<file path="config.mk">
export PLATFORM = sky130hd
export DESIGN_NAME = v_query_resp_q
export DESIGN_NICKNAME = d
export VERILOG_FILES = /design/src/rtl/v_query_resp_q.sv
export SDC_FILE = /design/constraint.sdc
export NUM_CORES = 1
export LEC_CHECK = 0
export ABC_AREA = 0
export BUFFER_PORTS_ARGS = -buffer_cell sky130_fd_sc_hd__buf_2
export CAP_MARGIN = 20
export CORE_ASPECT_RATIO = 0.9
export CORE_MARGIN = 2
export CORE_UTILIZATION = 62
export DETAILED_ROUTE_END_ITERATION = 6
export PLACE_DENSITY = 0.84
export SLEW_MARGIN = 20
export SYNTH_ARGS = -nofsm -noshare
export SYNTH_HDL_FRONTEND = slang
export SYNTH_SLANG_ARGS = --single-unit
</file>
<file path="constraint.sdc">
create_clock -name clk -period 3.4 [get_ports clk]
set_input_delay 0.34 -clock clk [delete_from_list [all_inputs] [get_ports clk]]
set_output_delay 0.34 -clock clk [all_outputs]
set_load 0.01 [all_outputs]
</file>
<file path="src/rtl/v_query_resp_q.sv">
// Response queue behind the list-query pipe: captures each 1-cycle-latency response into a FIFO,
// hands it to the host via valid/ready and exports issue credit. Optional: V_QUERY_RESP_BYPASS_EN.
package v_pkg;
  localparam int unsigned KEY_BITS    = 16;
  localparam int unsigned VOLUME_BITS = 16;
  typedef logic [7:0] listsize_t;
endpackage

module v_query_resp_q #(
  parameter int unsigned DEPTH = 4,
  parameter int unsigned CNT_W = $clog2(DEPTH) + 1
) (
  input  logic                         clk,
  input  logic                         rst_n,
  input  logic                         i_init_r,
  input  logic                         i_iss_vld,
  output logic                         o_iss_rdy,
  input  logic                         i_lut_vld_r,
  input  logic [v_pkg::KEY_BITS-1:0]   i_lut_key,
  input  logic [v_pkg::VOLUME_BITS-1:0] i_lut_size,
  input  logic                         i_lut_error,
  input  v_pkg::listsize_t             i_lut_listsize,
  output logic                         o_rsp_vld,
  input  logic                         i_rsp_rdy,
  output logic [v_pkg::KEY_BITS-1:0]   o_rsp_key,
  output logic [v_pkg::VOLUME_BITS-1:0] o_rsp_size,
  output logic                         o_rsp_error,
  output v_pkg::listsize_t             o_rsp_listsize,
  output logic [CNT_W-1:0]             o_occ_r,
  output logic                         o_ovf_r
);

  localparam int unsigned PTR_W = $clog2(DEPTH);
  localparam int unsigned LS_W  = $bits(v_pkg::listsize_t);
  localparam int unsigned DW    = 1 + LS_W + v_pkg::VOLUME_BITS + v_pkg::KEY_BITS;
  localparam logic [CNT_W-1:0] FULL_CNT = CNT_W'(DEPTH);
  localparam logic [CNT_W:0]   CRED_LIM = (CNT_W + 1)'(DEPTH);

  logic [DW-1:0]    mem [DEPTH];
  logic [PTR_W-1:0] wr_ptr, rd_ptr;
  logic             inflight_r;

  logic [DW-1:0]    lut_ent, head_ent, rsp_ent;
  logic [CNT_W:0]   cred_sum;
  logic             empty, full, byp, iss_acc, pop_st, push_ok, ovf_set;

  assign lut_ent  = {i_lut_error, i_lut_listsize, i_lut_size, i_lut_key};
  assign head_ent = mem[rd_ptr];
  assign empty    = (o_occ_r == '0);
  assign full     = (o_occ_r == FULL_CNT);

  // Credit comes from flops only; a same-cycle pop frees credit one cycle later.
  assign cred_sum  = {1'b0, o_occ_r} + {{CNT_W{1'b0}}, inflight_r};
  assign o_iss_rdy = (cred_sum < CRED_LIM);
  assign iss_acc   = i_iss_vld & o_iss_rdy & ~i_init_r;

`ifdef V_QUERY_RESP_BYPASS_EN
  assign byp     = empty & i_lut_vld_r;
  assign rsp_ent = byp ? lut_ent : head_ent;
`else
  assign byp     = 1'b0;
  assign rsp_ent = head_ent;
`endif

  assign o_rsp_vld = ~empty | byp;
  assign {o_rsp_error, o_rsp_listsize, o_rsp_size, o_rsp_key} = rsp_ent;

  // pop_st is a pop out of storage; a bypassed response that is taken is never written.
  assign pop_st  = ~empty & i_rsp_rdy;
  assign push_ok = i_lut_vld_r & (~full | pop_st) & ~(byp & i_rsp_rdy);
  assign ovf_set = i_lut_vld_r & full & ~pop_st;

  always_ff @(posedge clk or negedge rst_n) begin
    if (!rst_n) begin
      wr_ptr     <= '0;
      rd_ptr     <= '0;
      o_occ_r    <= '0;
      inflight_r <= 1'b0;
      o_ovf_r    <= 1'b0;
      for (int i = 0; i < DEPTH; i++) mem[i] <= '0;
    end else begin
      inflight_r <= iss_acc;
      if (push_ok) begin
        mem[wr_ptr] <= lut_ent;
        wr_ptr      <= wr_ptr + 1'b1;
      end
      if (pop_st) rd_ptr <= rd_ptr + 1'b1;
      o_occ_r <= o_occ_r + CNT_W'(push_ok) - CNT_W'(pop_st);
      if (ovf_set) o_ovf_r <= 1'b1;
    end
  end

endmodule
</file>
### After elaboration in Yosys (flattened, before gate mapping)

Cells that the tools add are included.

| word-level totals | value |
|---|---|
| output and inout port bits | 47 |
| bits of input ports | 47 |
| register bits after elaboration | 173 |

| cells by class | value |
|---|---|
| add/subtract/negate cells | 5 |
| reductions and logical operators | 2 |
| mux-type cells | 6 |
| eq/ne operators | 1 |
| order comparisons | 4 |
| bitwise gates (word level) | 13 |

Operator list:

| cell | count |
|---|---|
| $bwmux 164 | 1 |
| $mux 41 | 3 |
| $bmux 41 s2 | 1 |
| $demux 41 s2 | 1 |
| $and 1x1->1 | 6 |
| $ge 3x3->1 const B | 2 |
| $not 2->3 | 2 |
| $add 2x1->2 const B | 2 |
| $add 3x1->4 | 1 |
| $lt 4x3->1 const B | 1 |
| $not 1->1 | 4 |
| $add 3x1->3 | 1 |
| $eq 3x3->1 const B | 1 |
| $logic_not 3->1 | 1 |
| $lt 3x1->1 const B | 1 |
| $sub 3x1->3 | 1 |
| $logic_and 1x1->1 | 1 |
| $or 1x1->1 | 1 |

### Longest topological paths before layout

| depth | value |
|---|---|
| depth in word-level cells | 7 |
| gate-level depth with buffers | 7 |
| depth with buffers taken out | 7 |

### Worst setup path after synthesis

No wires, ideal clock.

| path | value |
|---|---|
| path type | register to register |
| from | reg o_occ_r[0] |
| to | reg o_occ_r[1] |
| data arrival time | 1.872 ns |
| data required time | 3.265 ns |
| setup time | 0.135 ns |
| setup slack | 1.393 ns |
| cell stages (with the launch flop) | 7 |
| clock period less this slack | 2.007 ns |
| path buffers | 0 |
| cell sequence | dfrtp_1 > nor4b_4 > nand2b_1 > ha_1 > inv_1 > ha_1 > fa_1 |

| on the way | value |
|---|---|
| longest elaborated chain between the ends | 7 |
| elaborated cells on any way between the ends | 9 |
| classes of those cells | add/sub (2); eq/ne (1); bitwise (5); reduce/logical (1) |

Ends and longest elaborated chain:

| element | line | source |
|---|---|---|
| start: declaration | 29 | `output logic [CNT_W-1:0] o_occ_r,` |
| start signal: assignment | 88 | `o_occ_r <= o_occ_r + CNT_W'(push_ok) - CNT_W'(pop_st);` |
| $logic_not 3->1 | 49 | `assign empty = (o_occ_r == '0);` |
| $not 1->1 | 69 | `assign pop_st = ~empty & i_rsp_rdy;` |
| $and 1x1->1 | 69 |  |
| $or 1x1->1 | 70 | `assign push_ok = i_lut_vld_r & (~full \| pop_st) & ~(byp & i_rsp_rdy);` |
| $and 1x1->1 | 70 |  |
| $add 3x1->3 | 88 |  |
| $sub 3x1->3 * | 88 |  |

Mark *: on every way between the ends. The rest lies on a longest branch, timed or not.
A chain may end at the register's enable or synchronous reset.

### Worst setup path in the final report

| path | value |
|---|---|
| from | reg rd_ptr[0] |
| to | out o_rsp_key[6] (netlist bit) |

| on the way | value |
|---|---|
| longest elaborated chain between the ends | 4 |

Ends and longest elaborated chain:

| element | line | source |
|---|---|---|
| start: declaration | 40 | `logic [PTR_W-1:0] wr_ptr, rd_ptr;` |
| start signal: assignment | 87 | `if (pop_st) rd_ptr <= rd_ptr + 1'b1;` |
| $not 2->3 (implied by the code) | 48 | `assign head_ent = mem[rd_ptr];` |
| $bmux 41 s2 | 48 |  |
| $mux 41 (implied by the code) (2 in series) | 48 |  |
| end: declaration | 25 | `output logic [v_pkg::KEY_BITS-1:0] o_rsp_key,` |

No other way between the ends. The select of a mux whose other input is x is not followed.

==> impl_summary.md <==
Job
The max capacitance violation total is 0.

Die
The initial standard-cell utilization of the core is 0.6335. In this run the standard cell core region covers 12,030 sq um. The horizontal die dimension is 120.9 um. The top-level I/O count is 94.

The die outline height is 109.2 um. The die outline area is 13,190 sq um. In this run the core area contains 38 standard-cell rows.

Synthesis
The post-synthesis sequential element count is 173. In this run, synthesis inferred 0 flip-flops with an integrated enable. After synthesis, the share of flip-flops with an asynchronous set or reset is 1.000. In the synthesized netlist the dominant register cell turns out to be sky130_fd_sc_hd__dfrtp_1. Summed over all instances, the cell type with the most area after synthesis is sky130_fd_sc_hd__dfrtp_1.

The proportion of synthesized chip area in sequential cells is 0.5681. The synthesized netlist cell count is 442. Of the post-synthesis cell area, the dominant cell type holds 0.5681.

Each instance of the synthesized netlist takes up on average 17.24 sq um. The post-synth design cell area is 7620 sq um. The number of warnings reported in the yosys synthesis log is 0. Ranked by total cell area, the synthesized netlist is headed by sky130_fd_sc_hd__dfrtp_1, sky130_fd_sc_hd__mux2_2, sky130_fd_sc_hd__mux4_2.

The distinct cell type count of the synthesized netlist is 22. The number of nets handed over by synthesis was 497.

Critical path
The worst register-to-register path has a depth of 7. The biggest cell delay along the critical path is 780 ps. Walking the worst path, the cells encountered are buf_4, mux4_2, buf_2.

At the worst endpoint, the required time is 3060 ps. Along the worst path, the maximum fanout reaches 18. The critical path startpoint category is a register. Data arrives at the worst endpoint at 2300 ps. The type of destination of the critical path is a primary output. The critical path is of the reg -> out type. The critical path's slowest cell is sky130_fd_sc_hd__dfrtp_2.

Route
The violation count after the first detailed-routing iteration is 207. The average wire length per cell after detail routing is 20.27 um. The count of nets left with antenna violations once routing finished came out at 0. The total wire length is 14.45 mm.

For this run, design rule violations remaining after detail routing come to 0. The overall via count from detail_route is 4,205. Using the TritonRoute via totals, the vias-per-cell ratio works out to 5.898. The first-pass iteration count of the detailed router is 4.

Power and ir drop
IR analysis of the VDD net gives a maximum drop of 584.3 uV. Summed over all cells, the static leakage comes to 3.789 nW. The clock network fraction of total power is 0.203.

The part of the power in registers is 0.397. The internal portion of the total power is 0.006557 W. Of the total power, combinational logic draws 0.400. Power spread over the standard cell area amounts to 1082 nW/um^2.

The switching power is 0.002955 W. The fraction of power spent switching nets is 0.3106. Power comes to 0.009512 W.

STA
For the final database, setup skew stands at 9.960 ps. The worst hold-check slack is -30.04 ps. Setup violations remaining at the end of the flow were counted as 0. The final setup TNS is 0 ps. At the pin with the least slew margin, the transition time is 874.6 ps. The hold violation count in the final report was 8. The tightest slew margin relative to the limit is 0.4156. The top achievable clock speed is 0.3793 GHz.

The time the final worst path needs with I/O delays and setup is 2637 ps. The number of pins exceeding their max-slew limit in the final report was 0. Setup repair after global routing left no endpoint under its margin. The final cycle utilization of the critical path is 0.7755.

Placement
The count of buffers inserted at the top-level ports is 93. The sum of net half-perimeters after detailed placement is 9.316 mm. In this run, placement finished with an instance count of 680. At the end of routability-driven placement, the weighted congestion stood at 0.7186.

Finish
The total number of nets in the final design is 594. Leaving out fill and tap cells, the most frequent cell in the layout is sky130_fd_sc_hd__dfrtp_1. In the layout the commonest cells are sky130_fd_sc_hd__dfrtp_1, sky130_fd_sc_hd__mux2_2, sky130_fd_sc_hd__buf_2, sky130_fd_sc_hd__mux4_2, sky130_fd_sc_hd__clkbuf_16. The area growth from synthesis to layout is 15.39%. The finished layout holds 713 standard cells, fillers aside. The share of post-route cells with drive strength above 1 is 0.6268.

Outcome
The run finished, with violations left. The final reports fail on hold timing.

Clocking
The maximum clock path buffer count is 2. The CTS root buffer is sky130_fd_sc_hd__clkbuf_16. Counting every sink on the clock net gives 173. The CTS tree is yes.

CTS built an H-tree with a depth of 4. The later-pin clock latency in the skew report is 420 ps. The number of gates resized after CTS was 0. Clock-pin slew was measured on the worst setup and hold paths at 70 ps. Once the clock tree was built, the setup fixing pass inserted 0 buffers. In this run, post-CTS hold repair placed 0 buffers. Clock tree synthesis inserted a total of 17 buffers.

Global route
The number of antenna violations at the first check in global routing is 2. The remaining global-route overflow is 0. Entering global routing, the biggest net connects 92 pins. For this run, the total global-route usage over all layers was measured as 0.2381. The via count of the first global-routing pass came to 4,557. The wire length of the first global-routing pass is 23.32 mm.

Hold path
The classification of the worst-slack hold path is in -> async.
cell usage after synthesis (3+ instances only):
library cell,count
sky130_fd_sc_hd__mux4_2,41
sky130_fd_sc_hd__buf_2,5
sky130_fd_sc_hd__dfrtp_1,173
sky130_fd_sc_hd__inv_1,6
sky130_fd_sc_hd__mux2_2,165
sky130_fd_sc_hd__xnor2_1,3
sky130_fd_sc_hd__ha_1,7
sky130_fd_sc_hd__clkbuf_1,5
sky130_fd_sc_hd__nor2_1,5
sky130_fd_sc_hd__nand2_1,5
sky130_fd_sc_hd__buf_6,16
kinds of logic (layout without fill, tap and decap cells):
logic type | count (synthesis) | in the layout | synth area share
compound gates | 5 | 5 | 0.004927
xor+xnor | 4 | 4 | 0.004599
fa+ha+maj | 8 | 8 | 0.01412
buf+inv | 32 | 142 | 0.03235
flops | 173 | 173 | 0.5681
mux | 206 | 206 | 0.3650
other cells | 0 | 1 | 0
simple gates | 14 | 14 | 0.01084
layer usage:
metal  vias up  global-route usage  wire, um
li1       1844                   -         -
met1      2264              0.3108      6309
met2        86              0.3977      7382
met3        11             0.06224       626
met4         0             0.07392       133
met5         -                   0         0
area by class of cell:
| type | count | area [sq um] |
|---|---|---|
| Sequential cell | 173 | 4332 |
| Fill cell | 740 | 3237 |
| Multi-Input combinational cell | 237 | 3074 |
| Timing Repair Buffer | 104 | 566.8 |
| Clock buffer | 21 | 450.4 |
| Tap cell | 160 | 200.2 |
| Clock inverter | 11 | 143.9 |
| Inverter | 6 | 22.52 |
| Antenna cell | 1 | 2.502 |
worst paths after layout:
path	start	endpoint	slack, ps
setup / recovery	rd_ptr[0]$_DFFE_PN0P_	o_rsp_key[6]	760
hold / removal	rst_n	mem[131]$_DFFE_PN0P_	-30
setup reg to reg	o_occ_r[0]$_DFF_PN0_	o_occ_r[2]$_DFF_PN0_	1020
hold reg to reg	o_ovf_r$_DFFE_PN0P_	o_ovf_r$_DFFE_PN0P_	490
max in group asynchronous	rst_n	mem[135]$_DFFE_PN0P_	2440
min in group clk	i_init_r	inflight_r$_DFF_PN0_	90
flip-flops by register name, summed over array words and instances (netlist names):
register	count
rd_ptr	2
mem	164
wr_ptr	2
o_occ_r	3
inflight_r	1
o_ovf_r	1
power groups by stage:
stage	Sequential [W]	Clock [W]	Combinational, W
2_1_floorplan	0.00352	0	0.00294
3_3_place_gp	0.00370	0	0.00373
3_5_place_dp	0.00380	0	0.00384
4_1_cts	0.00379	0.00197	0.00387
5_1_grt	0.00391	0.00205	0.00408
6_report	0.00377	0.00193	0.00381
through the flow:
step / utilization / hold WS, ps / worst slack, ps / cell area (sq um)
final: 0.7309 / -30.04 / 763.3 / 8792
after global routing: 0.7307 / 34.82 / 609.9 / 8790
after CTS: 0.7307 / 10.51 / 699.5 / 8790
after detailed placement: 0.6813 / 456.8 / 1015 / 8195
after global placement: 0.6813 / 447.6 / 1071 / 8195
after floorplan: - / 44.41 / 1393 / 7620
worst max-delay path, delay by kind of cell (launching register included):
family | cells | cell delay [ps]
flops | 1 | 780
mux | 1 | 550
buf+inv | 2 | 540
Power figures use the tool's default switching activity.
